**config.mk**
```make
export PLATFORM = sky130hd
export DESIGN_NAME = pipeline_id_flat
export DESIGN_NICKNAME = d
export VERILOG_FILES = /design/src/rtl/pipeline_pkg.sv /design/src/rtl/pipeline_id_if.sv /design/src/rtl/pipeline_regfile.sv /design/src/rtl/pipeline_id.sv /design/src/flat_wrapper.sv
export SDC_FILE = /design/constraint.sdc
export NUM_CORES = 2
export LEC_CHECK = 0
export CORE_MARGIN = 3
export CORE_UTILIZATION = 60
export DETAILED_ROUTE_END_ITERATION = 7
export PLACE_DENSITY = 0.78
export SLEW_MARGIN = 40
export SYNTH_ARGS = -nofsm -noshare
export SYNTH_HDL_FRONTEND = slang
export SYNTH_SLANG_ARGS = --single-unit
```
**constraint.sdc**
```tcl
create_clock -name clk -period 6.75 [get_ports clk]
set_input_delay 1.0125 -clock clk [delete_from_list [all_inputs] [get_ports clk]]
set_output_delay 1.0125 -clock clk [all_outputs]
set_load 0.005 [all_outputs]
```
**src/rtl/pipeline_pkg.sv**
```systemverilog
// Shared constants for the RV32I decode stage: ALU operation codes,
// base opcodes, funct3/funct7 values and immediate extraction helpers.
package pipeline_pkg;

  localparam int XLEN      = 32;
  localparam int NREGS     = 32;
  localparam int REG_IDX_W = 5;

  typedef enum logic [4:0] {
    ALU_NOP   = 5'd0,
    ALU_ADD   = 5'd1,
    ALU_SUB   = 5'd2,
    ALU_SLL   = 5'd3,
    ALU_SLT   = 5'd4,
    ALU_SLTU  = 5'd5,
    ALU_XOR   = 5'd6,
    ALU_SRL   = 5'd7,
    ALU_SRA   = 5'd8,
    ALU_OR    = 5'd9,
    ALU_AND   = 5'd10,
    ALU_PASSB = 5'd11,
    ALU_BEQ   = 5'd12,
    ALU_BNE   = 5'd13,
    ALU_BLT   = 5'd14,
    ALU_BGE   = 5'd15,
    ALU_BLTU  = 5'd16,
    ALU_BGEU  = 5'd17
  } alu_op_e;

  localparam logic [6:0] OPC_OP     = 7'b0110011;
  localparam logic [6:0] OPC_OP_IMM = 7'b0010011;
  localparam logic [6:0] OPC_LUI    = 7'b0110111;
  localparam logic [6:0] OPC_AUIPC  = 7'b0010111;
  localparam logic [6:0] OPC_JAL    = 7'b1101111;
  localparam logic [6:0] OPC_JALR   = 7'b1100111;
  localparam logic [6:0] OPC_BRANCH = 7'b1100011;
  localparam logic [6:0] OPC_LOAD   = 7'b0000011;
  localparam logic [6:0] OPC_STORE  = 7'b0100011;
  localparam logic [6:0] OPC_SYSTEM = 7'b1110011;
  localparam logic [6:0] OPC_FENCE  = 7'b0001111;

  localparam logic [2:0] F3_ADD_SUB = 3'b000;
  localparam logic [2:0] F3_SLL     = 3'b001;
  localparam logic [2:0] F3_SLT     = 3'b010;
  localparam logic [2:0] F3_SLTU    = 3'b011;
  localparam logic [2:0] F3_XOR     = 3'b100;
  localparam logic [2:0] F3_SRL_SRA = 3'b101;
  localparam logic [2:0] F3_OR      = 3'b110;
  localparam logic [2:0] F3_AND     = 3'b111;

  localparam logic [2:0] F3_BEQ  = 3'b000;
  localparam logic [2:0] F3_BNE  = 3'b001;
  localparam logic [2:0] F3_BLT  = 3'b100;
  localparam logic [2:0] F3_BGE  = 3'b101;
  localparam logic [2:0] F3_BLTU = 3'b110;
  localparam logic [2:0] F3_BGEU = 3'b111;

  localparam logic [6:0] F7_BASE = 7'b0000000;
  localparam logic [6:0] F7_ALT  = 7'b0100000;

  function automatic logic [31:0] immI(input logic [31:0] instr);
    return {{20{instr[31]}}, instr[31:20]};
  endfunction

  function automatic logic [31:0] immS(input logic [31:0] instr);
    return {{20{instr[31]}}, instr[31:25], instr[11:7]};
  endfunction

  function automatic logic [31:0] immU(input logic [31:0] instr);
    return {instr[31:12], 12'b0};
  endfunction

  function automatic logic [31:0] immJ(input logic [31:0] instr);
    return {{12{instr[31]}}, instr[19:12], instr[20], instr[30:21], 1'b0};
  endfunction

endpackage

```
**src/rtl/pipeline_id_if.sv**
```systemverilog
// Decode-stage bus: instruction in, writeback port in, decoded fields out.
import pipeline_pkg::*;

interface pipeline_id_if #(parameter int DATA_W = XLEN) ();
  // No valid/ready: every field is level-sampled each cycle; stalls and
  // bubbles are handled by the IF/ID and ID/EX registers around this stage.
  logic [31:0]          instructionD;
  logic                 regWriteEnW;
  logic [REG_IDX_W-1:0] rdW;
  logic [DATA_W-1:0]    writeBackDataW;
  logic [4:0]           aluOperationD;
  logic [DATA_W-1:0]    rs1D;
  logic [DATA_W-1:0]    rs2D;
  logic                 regWriteEnD;
  logic [REG_IDX_W-1:0] rdD;

  modport master (
    output instructionD, regWriteEnW, rdW, writeBackDataW,
    input  aluOperationD, rs1D, rs2D, regWriteEnD, rdD
  );

  modport slave (
    input  instructionD, regWriteEnW, rdW, writeBackDataW,
    output aluOperationD, rs1D, rs2D, regWriteEnD, rdD
  );
endinterface

```
**src/rtl/pipeline_regfile.sv**
```systemverilog
// Integer register file: x0 hardwired to zero, asynchronous clear, two
// combinational read ports that bypass a same-cycle writeback.
import pipeline_pkg::*;

module pipeline_regfile #(
  parameter int DATA_W = XLEN,
  parameter int DEPTH  = NREGS,
  parameter int IDX_W  = $clog2(DEPTH)
) (
  input  logic              clk,
  input  logic              resetn,
  input  logic              wrEn,
  input  logic [IDX_W-1:0]  wrIdx,
  input  logic [DATA_W-1:0] wrData,
  input  logic [IDX_W-1:0]  rdIdxA,
  output logic [DATA_W-1:0] rdDataA,
  input  logic [IDX_W-1:0]  rdIdxB,
  output logic [DATA_W-1:0] rdDataB
);

  logic [DATA_W-1:0] regs [DEPTH];
  logic              wrLive;

  assign wrLive = wrEn && (wrIdx != '0);

  always_ff @(posedge clk or negedge resetn) begin
    if (!resetn) begin
      for (int i = 0; i < DEPTH; i++) begin
        regs[i] <= '0;
      end
    end else if (wrLive) begin
      regs[wrIdx] <= wrData;
    end
  end

  // x0 is forced to zero on read as well, so storage entry 0 is never trusted.
  always_comb begin
    rdDataA = '0;
    if (rdIdxA != '0) begin
      rdDataA = (wrLive && (wrIdx == rdIdxA)) ? wrData : regs[rdIdxA];
    end
  end

  always_comb begin
    rdDataB = '0;
    if (rdIdxB != '0) begin
      rdDataB = (wrLive && (wrIdx == rdIdxB)) ? wrData : regs[rdIdxB];
    end
  end

endmodule

```
**src/rtl/pipeline_id.sv**
```systemverilog
// RV32I instruction-decode stage: combinational decoder plus register file.
// Optional macro PIPELINE_ID_IMM_OPERAND_EN routes the immediate onto rs2D.
import pipeline_pkg::*;

module pipeline_id #(
  parameter int DATA_W = XLEN,
  parameter int DEPTH  = NREGS
) (
  input  logic         clk,
  input  logic         resetn,
  pipeline_id_if.slave idBus
);

  logic [31:0]          instr;
  logic [6:0]           opcode;
  logic [2:0]           funct3;
  logic [6:0]           funct7;
  logic [REG_IDX_W-1:0] rs1Idx;
  logic [REG_IDX_W-1:0] rs2Idx;
  logic [REG_IDX_W-1:0] rdField;

  assign instr   = idBus.instructionD;
  assign opcode  = instr[6:0];
  assign rdField = instr[11:7];
  assign funct3  = instr[14:12];
  assign rs1Idx  = instr[19:15];
  assign rs2Idx  = instr[24:20];
  assign funct7  = instr[31:25];

  logic [DATA_W-1:0] rs1Val;
  logic [DATA_W-1:0] rs2Val;

  pipeline_regfile #(
    .DATA_W (DATA_W),
    .DEPTH  (DEPTH),
    .IDX_W  (REG_IDX_W)
  ) u_regfile (
    .clk     (clk),
    .resetn  (resetn),
    .wrEn    (idBus.regWriteEnW),
    .wrIdx   (idBus.rdW),
    .wrData  (idBus.writeBackDataW),
    .rdIdxA  (rs1Idx),
    .rdDataA (rs1Val),
    .rdIdxB  (rs2Idx),
    .rdDataB (rs2Val)
  );

  alu_op_e aluOp;
  logic    writesRd;
  logic    legal;

  always_comb begin
    aluOp    = ALU_NOP;
    writesRd = 1'b0;
    legal    = 1'b1;
    unique case (opcode)
      OPC_OP: begin
        writesRd = 1'b1;
        case (funct3)
          F3_ADD_SUB: aluOp = (funct7 == F7_ALT) ? ALU_SUB : ALU_ADD;
          F3_SLL:     aluOp = ALU_SLL;
          F3_SLT:     aluOp = ALU_SLT;
          F3_SLTU:    aluOp = ALU_SLTU;
          F3_XOR:     aluOp = ALU_XOR;
          F3_SRL_SRA: aluOp = (funct7 == F7_ALT) ? ALU_SRA : ALU_SRL;
          F3_OR:      aluOp = ALU_OR;
          default:    aluOp = ALU_AND;
        endcase
        if (funct7 != F7_BASE &&
            !(funct7 == F7_ALT && (funct3 == F3_ADD_SUB || funct3 == F3_SRL_SRA))) begin
          legal = 1'b0;
        end
      end
      OPC_OP_IMM: begin
        writesRd = 1'b1;
        case (funct3)
          F3_ADD_SUB: aluOp = ALU_ADD;
          F3_SLL:     aluOp = ALU_SLL;
          F3_SLT:     aluOp = ALU_SLT;
          F3_SLTU:    aluOp = ALU_SLTU;
          F3_XOR:     aluOp = ALU_XOR;
          F3_SRL_SRA: aluOp = (funct7 == F7_ALT) ? ALU_SRA : ALU_SRL;
          F3_OR:      aluOp = ALU_OR;
          default:    aluOp = ALU_AND;
        endcase
        // Only the shift forms carry funct7; the rest use those bits as immediate.
        if (funct3 == F3_SLL && funct7 != F7_BASE) legal = 1'b0;
        if (funct3 == F3_SRL_SRA && funct7 != F7_BASE && funct7 != F7_ALT) legal = 1'b0;
      end
      OPC_LUI: begin
        writesRd = 1'b1;
        aluOp    = ALU_PASSB;
      end
      OPC_AUIPC, OPC_JAL, OPC_JALR, OPC_LOAD: begin
        writesRd = 1'b1;
        aluOp    = ALU_ADD;
      end
      OPC_STORE: aluOp = ALU_ADD;
      OPC_BRANCH: begin
        case (funct3)
          F3_BEQ:  aluOp = ALU_BEQ;
          F3_BNE:  aluOp = ALU_BNE;
          F3_BLT:  aluOp = ALU_BLT;
          F3_BGE:  aluOp = ALU_BGE;
          F3_BLTU: aluOp = ALU_BLTU;
          F3_BGEU: aluOp = ALU_BGEU;
          default: legal = 1'b0;
        endcase
      end
      OPC_SYSTEM, OPC_FENCE: aluOp = ALU_NOP;
      default: legal = 1'b0;
    endcase
    // The bottom of the encoding space (all bits above [1:0] clear) is treated
    // as illegal so that zeroed instruction memory never decodes to a load.
    if (instr[31:2] == '0) legal = 1'b0;
    if (!legal) begin
      aluOp    = ALU_NOP;
      writesRd = 1'b0;
    end
  end

  logic [DATA_W-1:0] operandB;

`ifdef PIPELINE_ID_IMM_OPERAND_EN
  always_comb begin
    operandB = rs2Val;
    case (opcode)
      OPC_OP_IMM, OPC_LOAD, OPC_JALR: operandB = DATA_W'(immI(instr));
      OPC_STORE:                      operandB = DATA_W'(immS(instr));
      OPC_LUI, OPC_AUIPC:             operandB = DATA_W'(immU(instr));
      OPC_JAL:                        operandB = DATA_W'(immJ(instr));
      default:                        operandB = rs2Val;
    endcase
  end
`else
  assign operandB = rs2Val;
`endif

  // Everything is forced to zero while reset is held, including bypassed data.
  assign idBus.aluOperationD = resetn ? aluOp    : ALU_NOP;
  assign idBus.regWriteEnD   = resetn && writesRd;
  assign idBus.rdD           = (resetn && writesRd) ? rdField : '0;
  assign idBus.rs1D          = resetn ? rs1Val   : '0;
  assign idBus.rs2D          = resetn ? operandB : '0;

endmodule

```
**src/flat_wrapper.sv**
```systemverilog
// flat-port wrapper written by rule: the top's interface ports become plain ports
module pipeline_id_flat 
#(
  parameter int DATA_W = XLEN,
  parameter int DEPTH  = NREGS
)
  (clk, resetn, idBus_instructionD, idBus_regWriteEnW, idBus_rdW, idBus_writeBackDataW, idBus_aluOperationD, idBus_rs1D, idBus_rs2D, idBus_regWriteEnD, idBus_rdD);
  pipeline_id_if #(.DATA_W(DATA_W)) idBus_i ();
  input  logic clk;
  input  logic resetn;
  input wire logic [$bits(idBus_i.instructionD)-1:0] idBus_instructionD;
  input wire logic [$bits(idBus_i.regWriteEnW)-1:0] idBus_regWriteEnW;
  input wire logic [$bits(idBus_i.rdW)-1:0] idBus_rdW;
  input wire logic [$bits(idBus_i.writeBackDataW)-1:0] idBus_writeBackDataW;
  output wire logic [$bits(idBus_i.aluOperationD)-1:0] idBus_aluOperationD;
  output wire logic [$bits(idBus_i.rs1D)-1:0] idBus_rs1D;
  output wire logic [$bits(idBus_i.rs2D)-1:0] idBus_rs2D;
  output wire logic [$bits(idBus_i.regWriteEnD)-1:0] idBus_regWriteEnD;
  output wire logic [$bits(idBus_i.rdD)-1:0] idBus_rdD;
  assign idBus_i.instructionD = idBus_instructionD;
  assign idBus_i.regWriteEnW = idBus_regWriteEnW;
  assign idBus_i.rdW = idBus_rdW;
  assign idBus_i.writeBackDataW = idBus_writeBackDataW;
  assign idBus_aluOperationD = idBus_i.aluOperationD;
  assign idBus_rs1D = idBus_i.rs1D;
  assign idBus_rs2D = idBus_i.rs2D;
  assign idBus_regWriteEnD = idBus_i.regWriteEnD;
  assign idBus_rdD = idBus_i.rdD;
  pipeline_id #(.DATA_W(DATA_W), .DEPTH(DEPTH)) u_core (.clk(clk), .resetn(resetn), .idBus(idBus_i));
endmodule
```
After elaboration in Yosys (flattened, before gate mapping)
Index checks and enable logic that the tools add are counted.
{"block": "totals", "regBits": 1024, "inputBits": 72, "output_inout_bits": 75, "wordCells": 115}
{"block": "classes", "n_lt_le_gt_ge": 4, "eq_ne": 22, "muxes": 32, "n_bitwise": 3, "reduce_logical": 22}
{"cell": "$bwmux W1024", "n": 1}
{"cell": "$mux W32", "n": 11}
{"cell": "$bmux W32 S5", "n": 2}
{"cell": "$demux W32 S5", "n": 1}
{"cell": "$pmux W5 S7", "n": 2}
{"cell": "$logic_not A30 Y1", "n": 1}
{"cell": "$pmux W5 S6", "n": 1}
{"cell": "$eq A7 B6 Y1 const B", "n": 4}
{"cell": "$eq A7 B7 Y1 const B", "n": 4}
{"cell": "$pmux W5 S5", "n": 1}
{"cell": "$ge A6 B6 Y1 const B", "n": 3}
{"cell": "$not A5 Y6", "n": 3}
{"cell": "$mux W5", "n": 3}
{"cell": "$reduce_bool A5 Y1", "n": 3}
{"cell": "$eq A7 B5 Y1 const B", "n": 2}
{"cell": "$eq A3 B3 Y1 const B", "n": 4}
{"cell": "$eq A5 B5 Y1", "n": 2}
{"cell": "$logic_and A1 B1 Y1", "n": 10}
{"cell": "$reduce_or A8 Y1", "n": 1}
{"cell": "$eq A7 B2 Y1 const B", "n": 1}
{"cell": "$eq A7 B4 Y1 const B", "n": 1}
{"cell": "$mux W1", "n": 7}
{"cell": "$ne A7 B6 Y1 const B", "n": 1}
{"cell": "$reduce_bool A7 Y1", "n": 1}
{"cell": "12 further kinds", "n": 13}

Longest topological paths before layout
{"block": "depth", "depth_word": 11, "depth_mapped": 9, "mapped_depth_nobuf": 5}

Modules after synthesis
Synthesis repeated with hierarchy kept, for this count alone.
{"block": "unflattened", "cells_unflattened": 4107, "area_unflattened_um2": 56370.3}
{"module": "pipeline_regfile", "n_inst": 1, "cells_per_inst": 3934, "area_each_um2": 55219.2, "seq_area_each_um2": 25624.6}
{"module": "pipeline_id", "n_inst": 1, "cells_per_inst": 173, "area_each_um2": 1151.1, "seq_area_each_um2": 0.0}

Least setup slack after synthesis
Ideal clock, no wire load.
{"block": "synth_path", "path_type": "in2out", "startpoint": "input port idBus_instructionD[15]", "endpoint": "output port idBus_rs1D[10]", "t_arrival_ns": 2.899, "required_time_ns": 5.738, "slack_ns": 2.838, "path_stages": 7, "n_path_buf": 3, "path_cell_list": "buf_2 > buf_2 > buf_2 > mux4_2 > a211oi_1 > o21ai_0 > a32o_1"}
{"block": "synth_via", "elab_chain_len": 7, "word_cells_on_any_way": 10, "classes_between": "eq/ne (1); mux (6); bitwise (1); reduce/logical (2)"}
{"element": "start, declared", "line_no": "flat_wrapper.sv:11", "text": "input wire logic [$bits(idBus_i.instructionD)-1:0] idBus_instructionD;"}
{"element": "$not A5 Y6 (not written as such)", "line_no": "pipeline_regfile.sv:40", "text": "rdDataA = (wrLive && (wrIdx == rdIdxA)) ? wrData : regs[rdIdxA];"}
{"element": "$bmux W32 S5", "line_no": "pipeline_regfile.sv:40"}
{"element": "$mux W32 (not written as such) (2 in series)", "line_no": "pipeline_regfile.sv:40"}
{"element": "$mux W32", "line_no": "pipeline_regfile.sv:40"}
{"element": "$mux W32 (*)", "line_no": "pipeline_regfile.sv:39", "text": "if (rdIdxA != '0) begin"}
{"element": "$mux W32 (*)", "line_no": "pipeline_id.sv:144", "text": "assign idBus.rs1D = resetn ? rs1Val : '0;"}
{"element": "end, declared", "line_no": "flat_wrapper.sv:16", "text": "output wire logic [$bits(idBus_i.rs1D)-1:0] idBus_rs1D;"}
Every way passes the cells marked *; elsewhere a longest branch is shown, timed or not. The select of a mux whose other input is x is not followed.

Worst setup path in the final report
{"block": "layout_path", "startpoint": "input port idBus_rdW[3]", "endpoint": "output port idBus_rs1D[23]"}
{"block": "layout_via", "elab_chain_len": 6, "word_cells_on_any_way": 7, "classes_between": "eq/ne (1); mux (3); reduce/logical (3)"}
{"element": "start, declared", "line_no": "flat_wrapper.sv:13", "text": "input wire logic [$bits(idBus_i.rdW)-1:0] idBus_rdW;"}
{"element": "$reduce_bool A5 Y1", "line_no": "pipeline_regfile.sv:24", "text": "assign wrLive = wrEn && (wrIdx != '0);"}
{"element": "$logic_and A1 B1 Y1", "line_no": "pipeline_regfile.sv:24"}
{"element": "$logic_and A1 B1 Y1 (*)", "line_no": "pipeline_regfile.sv:40"}
{"element": "$mux W32 (*)", "line_no": "pipeline_regfile.sv:40"}
{"element": "$mux W32 (*)", "line_no": "pipeline_regfile.sv:39"}
{"element": "$mux W32 (*)", "line_no": "pipeline_id.sv:144"}
Every way passes the cells marked *; elsewhere a longest branch is shown, timed or not.

==> flow_summary.toml <==
[run_status]
status = "completed"

[power]
power.share.combinational_pct = 20.9
internal_power_mw = 13.0
p_sw_mw = 4.98
clkPwrFrac_pct = 33.6
switching_share_pct = 27.7
power_frac_seq_pct = 45.5
p_leak_nw = 26.5
vdd_ir_drop_max_mv = 0.215
cellPowerDensity_nw_per_um2 = 292

[floorplanning]
ios = 147
core_um2 = 90400
fp.dieH_um = 309
std_cell_rows = 110
fp.dieW_um = 309
die-area_um2 = 95200
start_util_pct = 60.8

[route]
firstDrtPassIters = 5
vias = 37800
routed_wl_um = 178000
routed_via_density = 7.49
ant_nets = 0
post_drt_wl_per_cell_um = 35.4
top_layer = "met5"
first_iter_violations = 5035
met3WireLength_um = 24100
m1WireLength_um = 67000
post-route-drc-count = 0
wl_met2_um = 77300

[global_routing]
overflow = 0
grt_max_degree = 131
grt_pass1_wl_um = 261000
grt_usage_pct = 37.7
grt_pass1_vias = 38200
antenna_found_initial = 7

[setup_path]
cp.arrival_ns = 4.75
max_stage_delay_ns = 0.67
r2r-start = "u_core.u_regfile.regs[393]"
setup.worst_path.end = "idBus_rs1D[23]"
reg2regPathDepth = 1
crit_path_start = "idBus_rdW[3]"
required_ns = 5.74
slowest_stage = "clkdlybuf4s50_1"
crit_type = "input port to primary output"
cp-end-kind = "primary output"
cp_common_cell = "clkdlybuf4s50_1"
r2r_slack_ns = 5.93
crit_chain = "clkdlybuf4s50_1, or3_1, o311a_1, nand3_1, nor2b_4, buf_4, a32o_1, clkdlybuf4s50_1"
cp-start-kind = "input port"
crit_fanout = 17
rr_endpoint = "u_core.u_regfile.regs[393]"

[clock_tree]
root_buffer = "clkbuf_16"
clkSinkCount = 1024
post_cts_buffers = 0
cts_tree = "built"
tritoncts.num_buffers = 106
clk_pin_slew_ns = 0.06
cts_buffer_depth = 3
clk_latency_ns = 0.69
cts_resized = 0
cts_hold_buf = 0
cts_max_level = 3

[sta]
relSlewSlack_pct = 38.0
rsz0062_at_grt = "no"
slew_viol_final = 0
fmax_mhz = 173
worstMarginPinSlew_ns = 0.928
setup_viol = 0
finalClockSkew_ns = 0
finalCriticalPeriod_ns = 5.76
min_period_over_period_pct = 85.4
hold_viol_final = 0
final.setup.tns_ns = 0

[synthesis]
yosysWarnings = 0
syn_inst = 3808
yosys-top-cells-area = "dfrtp_1 47%, mux2_2 20%, mux4_2 18%"
synthesis.area_um2 = 54900
yosysMostFrequentCell = "dfrtp_1"
synth_top_cell_by_area = "dfrtp_1"
yosysSeqAreaShare_pct = 46.6
synth-simple-area-share_pct = 2.35
muxShareOfSynthArea_pct = 42.0
ys_top_cells_by_count = "1024 x dfrtp_1, 999 x mux2_2, 433 x mux4_2"
synth.distinct_cells = 61
synth_edf_count = 0
synthXorXnorAreaFrac_pct = 0.159
synth_adder_area_share_pct = 0
syn-num-nets = 3880
synth_top_family_by_area = "multiplexers"
ys_async_sr_fraction_pct = 100
netlist.area_leader.share_pct = 46.6
synth_flop_cell = "dfrtp_1"
ys_ff_latch = 1024
synth-compound-area-share_pct = 5.50
syn_avg_cell_area_um2 = 14.4

[placement]
portBuffers = 146
gp_congestion = 0.862
hpwl_um = 106000
post-place-cells = 4845

[flow_run]
maxCapViolations = 0

[finish]
layoutNonFillerInstCount = 5041
layout-drive-gt1-share_pct = 47.5
num-nets-final = 3849
multi_input_area_um2 = 27800
final_util_pct = 68.1
n_fill_cell = 6027
reg_top3 = "u_core.u_regfile.regs x1024"
largest_reg_flops = 1024
regMostFlops = "u_core.u_regfile.regs"
areaGrowthSynthToFinish_pct = 12.1
regArea_um2 = 25600

[min_path]
hp-class = "input port to asynchronous set/reset pin"
## layer usage
metal / global-route usage, % / up-vias
li1: - / 14700
met1: 52.1 / 19900
met2: 53.8 / 2611
met3: 13.3 / 556
met4: 18.4 / 10
met5: 0 / -
## area by class of cell
type | instances | share of cell area, %
multi-input cells | 2346 | 45.2
flip-flops and latches | 1024 | 41.6
well taps | 1176 | 2.39
inverters | 5 | 0.0305
clock inverters | 34 | 0.656
diodes | 2 | 0.00813
clock buffers | 160 | 5.16
repair buffers | 294 | 4.91
## worst min-delay path by stage
stage,start,end
detailed placement,u_core.u_regfile.regs[1019],u_core.u_regfile.regs[1019]
global route,resetn,u_core.u_regfile.regs[788]
finish,resetn,u_core.u_regfile.regs[678]
global placement,u_core.u_regfile.regs[1017],u_core.u_regfile.regs[1017]
floorplan,u_core.u_regfile.regs[1000],u_core.u_regfile.regs[1000]
CTS,resetn,u_core.u_regfile.regs[788]
## worst max-delay path, delay by kind of cell
kind / cells / cell delay (ns)
compound gates: 2 / 0.77
simple gates: 3 / 1.25
buf+inv: 3 / 1.69
## stage by stage
step	hold WS, ns	total power [mW]	worst slack [ns]	instance area (um^2)
2_1_floorplan	0.441	10.7	2.84	54900
3_3_place_gp	0.379	11.7	1.27	57500
3_5_place_dp	0.384	11.9	1.19	58000
4_1_cts	0.324	17.9	1.16	61500
5_1_grt	0.346	18.6	0.976	61600
6_report	0.317	18.0	0.986	61600
## cells in the final DEF (no fill, tap or decap), types with 10 or more instances in the layout
cell,count
dfrtp_1,1024
mux2_2,999
mux4_2,433
mux2i_1,209
clkdlybuf4s50_1,123
nand2_1,108
buf_4,108
clkbuf_16,107
o22ai_1,102
nor2_1,76
a32o_1,62
a21oi_1,55
a22oi_1,33
clkbuf_8,30
o21ai_0,27
o221ai_1,24
clkbuf_1,23
a221o_1,20
nor2_4,19
clkinv_2,19
a31oi_1,18
a2bb2oi_1,17
buf_2,16
buf_12,16
a211oi_1,15
buf_16,12
nand2_2,10
buf_8,10
## cells by family after synthesis
group / count (synthesis)
compound gates: 404
xor+xnor: 10
buf+inv: 438
flops: 1024
mux: 1641
simple gates: 291
## power by group through the flow
| stage | Clock (mW) | Sequential (mW) | Combinational (mW) |
|---|---|---|---|
| final | 6.04 | 8.19 | 3.75 |
| after global routing | 6.31 | 8.31 | 3.97 |
| after CTS | 6.05 | 8.13 | 3.72 |
| after detailed placement | 0 | 8.23 | 3.69 |
| after global placement | 0 | 8.14 | 3.60 |
| after floorplan | 0 | 7.94 | 2.73 |
No activity file was read; power rests on OpenSTA's default activity.
